[config.mk]
export PLATFORM = sky130hd
export DESIGN_NAME = uart_cmd_receiver
export DESIGN_NICKNAME = d
export VERILOG_FILES = /design/src/rtl/uart_cmd_receiver.sv
export SDC_FILE = /design/constraint.sdc
export NUM_CORES = 1
export LEC_CHECK = 0
export CORE_MARGIN = 10
export CORE_UTILIZATION = 34
export DETAILED_ROUTE_END_ITERATION = 8
export PLACE_DENSITY = 0.53
export SYNTH_ARGS = -nofsm -noshare
export SYNTH_HDL_FRONTEND = slang
export SYNTH_SLANG_ARGS = --single-unit
[constraint.sdc]
create_clock -name clk_100mhz -period 4.3 [get_ports clk_100mhz]
set_clock_uncertainty 0.05 [all_clocks]
set_input_delay 0.86 -clock clk_100mhz [delete_from_list [all_inputs] [get_ports clk_100mhz]]
set_output_delay 0.86 -clock clk_100mhz [all_outputs]
set_load 0.01 [all_outputs]
[src/rtl/uart_cmd_receiver.sv]
// 8N1 UART receiver that packs CMD_BYTES bytes, LSB first, into a command word
// with valid/ready output, glitch rejection, framing/timeout errors and overrun.
module uart_cmd_receiver #(
  parameter int CLKS_PER_BIT = 868,
  parameter int CMD_BYTES    = 4,
  parameter int TIMEOUT_CLKS = 100000
) (
  input  logic                   clk_100mhz,
  input  logic                   reset_n,
  input  logic                   uart_rx,
  output logic                   byte_valid,
  output logic [7:0]             byte_data,
  output logic                   cmd_valid,
  output logic [8*CMD_BYTES-1:0] cmd_data,
  input  logic                   cmd_ready,
  output logic                   frame_err,
  output logic                   timeout_err,
  output logic                   overrun,
  output logic [2:0]             byte_count
);

  localparam int CW = $clog2(CLKS_PER_BIT);
  localparam int TW = $clog2(TIMEOUT_CLKS + 1);
  localparam int WW = 8 * CMD_BYTES;
  localparam logic [CW-1:0] HALF_BIT  = CW'(CLKS_PER_BIT / 2 - 1);
  localparam logic [CW-1:0] FULL_BIT  = CW'(CLKS_PER_BIT - 1);
  localparam logic [TW-1:0] TMO_LAST  = TW'(TIMEOUT_CLKS - 1);
  localparam logic [2:0]    LAST_SLOT = 3'(CMD_BYTES - 1);

  typedef enum logic [2:0] {
    S_IDLE  = 3'd0,
    S_START = 3'd1,
    S_DATA  = 3'd2,
    S_STOP  = 3'd3,
    S_BREAK = 3'd4
  } state_t;

  state_t          state_q, state_d;
  logic            rx_meta_q, rxs_q;
  logic [CW-1:0]   cnt_q, cnt_d;
  logic [2:0]      bit_idx_q, bit_idx_d;
  logic [7:0]      shift_q, shift_d;
  logic            byte_valid_q, byte_valid_d;
  logic [7:0]      byte_data_q, byte_data_d;
  logic            frame_err_q, frame_err_d;
  logic            timeout_err_q, timeout_err_d;
  logic            overrun_q, overrun_d;
  logic [2:0]      byte_count_q, byte_count_d;
  logic [WW-1:0]   asm_q, asm_d;
  logic            cmd_valid_q, cmd_valid_d;
  logic [WW-1:0]   cmd_data_q, cmd_data_d;
  logic [TW-1:0]   tmo_q, tmo_d;
  logic            handshake_s;
  logic            start_det_s;

  always_comb begin
    state_d       = state_q;
    cnt_d         = cnt_q;
    bit_idx_d     = bit_idx_q;
    shift_d       = shift_q;
    byte_valid_d  = 1'b0;
    byte_data_d   = byte_data_q;
    frame_err_d   = 1'b0;
    timeout_err_d = 1'b0;
    overrun_d     = 1'b0;
    byte_count_d  = byte_count_q;
    asm_d         = asm_q;
    cmd_data_d    = cmd_data_q;
    tmo_d         = tmo_q;
    handshake_s   = cmd_valid_q & cmd_ready;
    start_det_s   = (state_q == S_IDLE) && !rxs_q;
    cmd_valid_d   = cmd_valid_q & ~handshake_s;

    // Command assembly and inter-byte timeout; the timeout counter only advances
    // while idling inside a partial command and restarts at each start bit.
    if (byte_valid_q) begin
      asm_d[{byte_count_q, 3'b000} +: 8] = byte_data_q;
      if (byte_count_q == LAST_SLOT) begin
        byte_count_d = 3'd0;
        if (!cmd_valid_q || handshake_s) begin
          cmd_data_d  = asm_d;
          cmd_valid_d = 1'b1;
        end else begin
          overrun_d = 1'b1;
        end
      end else begin
        byte_count_d = byte_count_q + 3'd1;
      end
    end else if (start_det_s) begin
      tmo_d = '0;
    end else if ((state_q == S_IDLE) && (byte_count_q != 3'd0)) begin
      if (tmo_q == TMO_LAST) begin
        timeout_err_d = 1'b1;
        byte_count_d  = 3'd0;
        tmo_d         = '0;
      end else begin
        tmo_d = tmo_q + TW'(1);
      end
    end else begin
      tmo_d = '0;
    end

    case (state_q)
      S_IDLE: begin
        if (!rxs_q) begin
          state_d = S_START;
          cnt_d   = HALF_BIT;
        end else begin
          state_d = S_IDLE;
        end
      end
      S_START: begin
        if (cnt_q != '0) begin
          cnt_d = cnt_q - CW'(1);
        end else if (!rxs_q) begin
          state_d   = S_DATA;
          cnt_d     = FULL_BIT;
          bit_idx_d = 3'd0;
        end else begin
          state_d = S_IDLE;
        end
      end
      S_DATA: begin
        if (cnt_q != '0) begin
          cnt_d = cnt_q - CW'(1);
        end else begin
          shift_d = {rxs_q, shift_q[7:1]};
          cnt_d   = FULL_BIT;
          if (bit_idx_q == 3'd7) begin
            state_d = S_STOP;
          end else begin
            bit_idx_d = bit_idx_q + 3'd1;
          end
        end
      end
      S_STOP: begin
        if (cnt_q != '0) begin
          cnt_d = cnt_q - CW'(1);
        end else if (rxs_q) begin
          byte_valid_d = 1'b1;
          byte_data_d  = shift_q;
          state_d      = S_IDLE;
        end else begin
          // A low stop bit also throws away the partial command.
          frame_err_d  = 1'b1;
          byte_count_d = 3'd0;
          state_d      = S_BREAK;
        end
      end
      S_BREAK: begin
        if (rxs_q) begin
          state_d = S_IDLE;
        end else begin
          state_d = S_BREAK;
        end
      end
      default: begin
        state_d = S_IDLE;
      end
    endcase
  end

  always_ff @(posedge clk_100mhz or negedge reset_n) begin
    if (!reset_n) begin
      rx_meta_q     <= 1'b1;
      rxs_q         <= 1'b1;
      state_q       <= S_IDLE;
      cnt_q         <= '0;
      bit_idx_q     <= 3'd0;
      shift_q       <= 8'd0;
      byte_valid_q  <= 1'b0;
      byte_data_q   <= 8'd0;
      frame_err_q   <= 1'b0;
      timeout_err_q <= 1'b0;
      overrun_q     <= 1'b0;
      byte_count_q  <= 3'd0;
      asm_q         <= '0;
      cmd_valid_q   <= 1'b0;
      cmd_data_q    <= '0;
      tmo_q         <= '0;
    end else begin
      rx_meta_q     <= uart_rx;
      rxs_q         <= rx_meta_q;
      state_q       <= state_d;
      cnt_q         <= cnt_d;
      bit_idx_q     <= bit_idx_d;
      shift_q       <= shift_d;
      byte_valid_q  <= byte_valid_d;
      byte_data_q   <= byte_data_d;
      frame_err_q   <= frame_err_d;
      timeout_err_q <= timeout_err_d;
      overrun_q     <= overrun_d;
      byte_count_q  <= byte_count_d;
      asm_q         <= asm_d;
      cmd_valid_q   <= cmd_valid_d;
      cmd_data_q    <= cmd_data_d;
      tmo_q         <= tmo_d;
    end
  end

  assign byte_valid  = byte_valid_q;
  assign byte_data   = byte_data_q;
  assign cmd_valid   = cmd_valid_q;
  assign cmd_data    = cmd_data_q;
  assign frame_err   = frame_err_q;
  assign timeout_err = timeout_err_q;
  assign overrun     = overrun_q;
  assign byte_count  = byte_count_q;

endmodule

# After elaboration in Yosys (flattened, before gate mapping)
# Index checks and enable logic that the tools add are counted.
# totals
memories	0
rom_bits	0
regBits	123
in_bits	4
latch_bits	0
word_cells	106
ramBits	0
out_inout_bits	48
# op_classes
n_eq_ne	16
n_mul	0
n_mux	47
n_reduce_logical	16
n_bitwise	4
addsub	5
magnitude_cmp	0
div	0
shifts	2
# ops
operator	n
$mux W17	3
$mux W3	17
$mux W10	5
$pmux W10 S4	1
$bwmux W32	1
$shift A8 B8 Y32 const A	1
$shiftx A8 B8 Y32	1
$add A17 B1 Y17 const B	1
$eq A17 B17 Y1 const B	1
$mux W1	17
$ne A2 B2 Y1 const B	8
$pmux W3 S5	1
$reduce_bool A10 Y1	1
$sub A10 B1 Y10 const B	1
$eq A3 B2 Y1 const B	3
$neg A6 Y8	1
$reduce_and A4 Y1	2
$add A3 B1 Y3 const B	2
$eq A3 B3 Y1 const B	2
$pmux W3 S2	1
$reduce_and A3 Y1	2
$reduce_and A5 Y1	1
$reduce_bool A4 Y1	1
$eq A3 B1 Y1 const B	1
other kinds (11)	15

# Longest topological paths before layout
# depth
ltp_word	8
ltp_mapped	9
mapped_depth_nobuf	8

# Worst setup path after synthesis
# No wires, ideal clock.
# synth_path
path_type	register to register
start	register byte_count_q[0], in the netlist byte_count[0]
end	register asm_q[25]
arrival_ns	2.392
required_ns	4.183
setup_ns	0.067
path_slack_ns	1.791
synth_period_minus_slack_ns	2.509
path_buffers	1
stages_incl_launch_ff	8
cell_sequence	dfrtp_1 inv_1 ha_1 ha_1 clkbuf_1 nand2_1 nor4_1 a22o_1
# synth_between
elab_chain_cells	3
word_cells_on_any_way	4
classes_between	add/sub (1); shift (2); mux (1)
# synth_rtl
element	line_no	rtl
start: declaration	48	logic [2:0] byte_count_q, byte_count_d;
start signal: assignment	193	byte_count_q <= byte_count_d;
$neg A6 Y8 (*)	77	asm_d[{byte_count_q, 3'b000} +: 8] = byte_data_q;
$shiftx A8 B8 Y32 or $shift A8 B8 Y32 (tied branches)	77	
$bwmux W32 (*)	77	
end signal: assignment	194	asm_q <= asm_d;
end: declaration	49	logic [WW-1:0] asm_q, asm_d;
# Mark *: on every way between the ends. The rest lies on a longest branch, timed or not.
# A chain may end at the register's enable or synchronous reset.

# Worst setup path in the final report
# layout_path
start	register byte_valid_q, in the netlist byte_valid
end	output byte_valid
# layout_lines
element	line_no	rtl
start: declaration	43	logic byte_valid_q, byte_valid_d;
start signal: assignment	188	byte_valid_q <= byte_valid_d;
end: declaration	11	output logic byte_valid,
# No word-level cell between the ends.

==> impl_summary.txt <==
----------------------------------------------------
[Outcome]
  Status ... completed

[STA]
  Actual slew at the worst max-slew pin ... 1.064 ns
  Final min period ... 3.033 ns
  Setup ws final ... 1.267 ns
  Relative slew margins ... 0.2842
  Setup_tns ... 0 ns
  Timing-limited maximum frequency ... 329.7 MHz
  Fraction of the cycle the final worst path needs ... 0.7053
  Final count of negative-setup-slack endpoints ... 0
  Final Slew Violations ... 0
  Final hold violation count ... 0
  Setup repair after global routing missed its margin ... no

[Pwr]
  LEAKAGE ... 2.866 nW
  Worst VDD drop ... 245.3 µV
  Total chip power ... 0.002494 W
  Power density over cell area ... 361.3 mW/mm²

[CTS]
  Source-to-sink clock delay at the later pin of the worst-skew pair ... 0.40 ns
  CTS HTree Levels ... 4
  Number of clock buffers inserted by TritonCTS ... 17
  Clock buffer depth ... 2
  Number of sinks driven by the clock tree ... 123
  Clock tree from TritonCTS ... built
  Clock slew seen by the registers of the worst setup and hold paths ... 0.06 ns
  Number of buffers added to fix hold violations after cts ... 0
  Clock Tree Root ... sky130_fd_sc_hd__clkbuf_16
  Post-CTS setup repair buffer count ... 0
  Quantity of gates resized following cts ... 0

[GRT]
  Wire length of the first global-routing pass ... 22.05 mm
  Number of global-route vias before repair ... 4116
  Antenna violations before repair ... 0
  Global router's overall resource usage ... 0.1232
  Maximum number of pins on one net before global-route repair ... 70
  GR Overflow Total ... 0

[Place]
  Post-place instance area ... 0.006357 mm²
  Placed Instances ... 776
  Post-DP HPWL ... 8.982 mm
  IO buf count ... 51
  Weighted congestion reported at the end of routability-driven placement ... 0.8720
  Minimum setup slack after placement ... 1.384 ns

[Floorplanning]
  IO Count ... 52
  Core Region ... 0.01641 mm²
  Height of the die ... 148.8 µm
  Effective utilization at floorplan ... 0.3439
  Num rows ... 47
  Total Die Area ... 0.02215 mm²
  Die Span X ... 148.8 µm

[Yosys]
  Proportion of register bits with asynchronous set or reset after synthesis ... 1.000
  Number of synthesized register bits ... 123
  Gate count of the mapped netlist ... 530
  Seq/Total Area, Yosys ... 0.5459
  Post-Syn Nets ... 545
  Number of synthesized flops with an enable pin ... 0
  Post-Syn Area per Cell ... 10.65 µm²
  Yosys synthesis warning count ... 0
  Predominant post-synthesis flop cell ... sky130_fd_sc_hd__dfrtp_1
  Count of unique library cells instantiated by Yosys ... 50
  Post-synthesis instance area ... 0.005643 mm²

[Critical path]
  Worst path required time ... 3.39 ns
  CP endpoint kind ... output pin
  Number of buffers and inverters on the critical path ... 1
  Stages on worst setup path ... 1
  Register-to-Register Setup Slack ... 1.32 ns
  Type of the worst setup path ... flip-flop to output pin
  Maximum fanout count along the critical path ... 27
  Worst path top cell family by delay ... flip-flops
  Critical-path cell with the highest stage delay ... sky130_fd_sc_hd__dfrtp_1
  CP arrival ... 2.12 ns
  Setup crit start kind ... flip-flop
  Depth of the worst register-to-register path ... 8
  Delay contributed by the slowest stage of the critical path ... 0.99 ns
  Ordered list of cells on the worst path ... clkdlybuf4s50_1

[Cells and area]
  Antenna diode instance count ... 0
  Number of fillers in the final layout ... 1568
  Filler-free cell count of the finished design ... 808
  Area of all placed cells without fillers ... 0.006904 mm²
  Most frequent cells in the layout ... 121 x sky130_fd_sc_hd__dfrtp_1, 58 x sky130_fd_sc_hd__nand2_1, 51 x sky130_fd_sc_hd__o21ai_0
  Area growth from synthesis to layout ... 22.35%
  Final-stage net count ... 590
  Commonest non-fill, non-tap cell in the layout ... sky130_fd_sc_hd__dfrtp_1
  Layout cells sized above 1 ... 0.1224

[Routing]
  Antenna viol nets, final ... 0
  Post-route DRC violation count ... 0
  First-pass iteration count of the detailed router ... 5
  Overall via count from detail_route ... 4194
  Iteration-0 DRC Markers ... 255
  DR vias/cell ... 5.191
  Routed WL ... 13.36 mm
  Post-DR wirelength/cell ... 16.53 µm

[Worst hold path]
  Worst hold path depth ... 0
  Worst hold path type ... flip-flop to flip-flop

[Job]
  Max-capacitance violation count ... 0

----------------------------------------------------
-- state kept, by name (all words and copies together) (netlist names) --
signal       count
asm_q           32
cmd_data        32
tmo_q           17
cnt_q           10
byte_data        8
shift_q          8
bit_idx_q        3
byte_count       3
state_q          3
byte_valid       1
cmd_valid        1
frame_err        1
overrun          1
rx_meta_q        1
rxs_q            1
timeout_err      1
-- area by class of cell --
class,instances,area [µm²],share of cell area
tap,220,275.3,0.03987
timing repair buffer,54,543.0,0.07865
sequential,123,3080,0.4462
inverter,13,48.80,0.007068
clock buffer,19,452.9,0.06560
clock inverter,13,93.84,0.01359
multi-input combinational,366,2410,0.3490
-- report_power, final --
part           internal [W]  switching [W]  total (W)
clock              0.000768       0.000536    0.00130
sequential          0.00116     0.00000173    0.00116
combinational    0.00000498      0.0000240  0.0000290
total               0.00193       0.000562    0.00249
-- through the flow --
stage | hold slack, ns | util
finish | 0.3073 | 0.4208
global route | 0.3103 | 0.4208
CTS | 0.3092 | 0.4208
detailed placement | 0.3009 | 0.3875
global placement | 0.2966 | 0.3875
floorplan | 0.2952 | -
-- cell families (layout without fill, tap and decap cells) --
group,count (synthesis),count (layout),synth area share
AO/OA/AOI/OAI,141,141,0.1656
AND/OR/NAND/NOR,172,172,0.1574
flip-flops,123,123,0.5459
XOR/XNOR,6,6,0.009313
multiplexers,36,36,0.06940
adder cells (fa/ha/maj),11,11,0.02439
buffers and inverters,41,99,0.02794
-- worst register-to-register path, stage by stage, from the launching register on --
cell and delay, ns:
sky130_fd_sc_hd__dfrtp_1 0.48, sky130_fd_sc_hd__inv_1 0.17, sky130_fd_sc_hd__ha_1 0.24, sky130_fd_sc_hd__ha_1 0.22, sky130_fd_sc_hd__nor4_1 0.27, sky130_fd_sc_hd__nand3_1 0.16
sky130_fd_sc_hd__nor2b_1 0.85, sky130_fd_sc_hd__o21ai_0 0.23, sky130_fd_sc_hd__a31oi_1 0.22
-- layer usage --
metal	up-vias	GRT usage	wire length, µm
met5	-	0	0
met4	0	0.03386	93
met3	8	0.04035	730
met2	111	0.1881	6121
met1	2048	0.1639	6413
li1	2027	-	-
-- path summary, 6_finish.rpt --
path | start | to
setup / recovery | byte_valid | byte_valid
hold / removal | rx_meta_q | rxs_q
setup reg to reg | byte_count[0] | tmo_q[13]
hold reg to reg | rx_meta_q | rxs_q
max in group asynchronous | reset_n | rxs_q
min in group asynchronous | reset_n | cmd_data[5]
-- Yosys cell counts, drive strengths merged, types with 9 or more instances --
| library cell | count | share of area |
|---|---|---|
| ha | 11 | 0.024 |
| clkbuf | 17 | 0.011 |
| mux2 | 25 | 0.050 |
| buf | 11 | 0.0080 |
| a22oi | 26 | 0.035 |
| dfrtp | 121 | 0.54 |
| nor4 | 10 | 0.012 |
| mux2i | 11 | 0.020 |
| inv | 12 | 0.0080 |
| or3 | 9 | 0.010 |
| o21ai | 51 | 0.045 |
| nand3 | 16 | 0.019 |
| nor2 | 31 | 0.021 |
| nand2 | 58 | 0.039 |
| a21oi | 14 | 0.012 |
| nor3 | 14 | 0.014 |
| a22o | 27 | 0.042 |
Power figures use the tool's default switching activity.
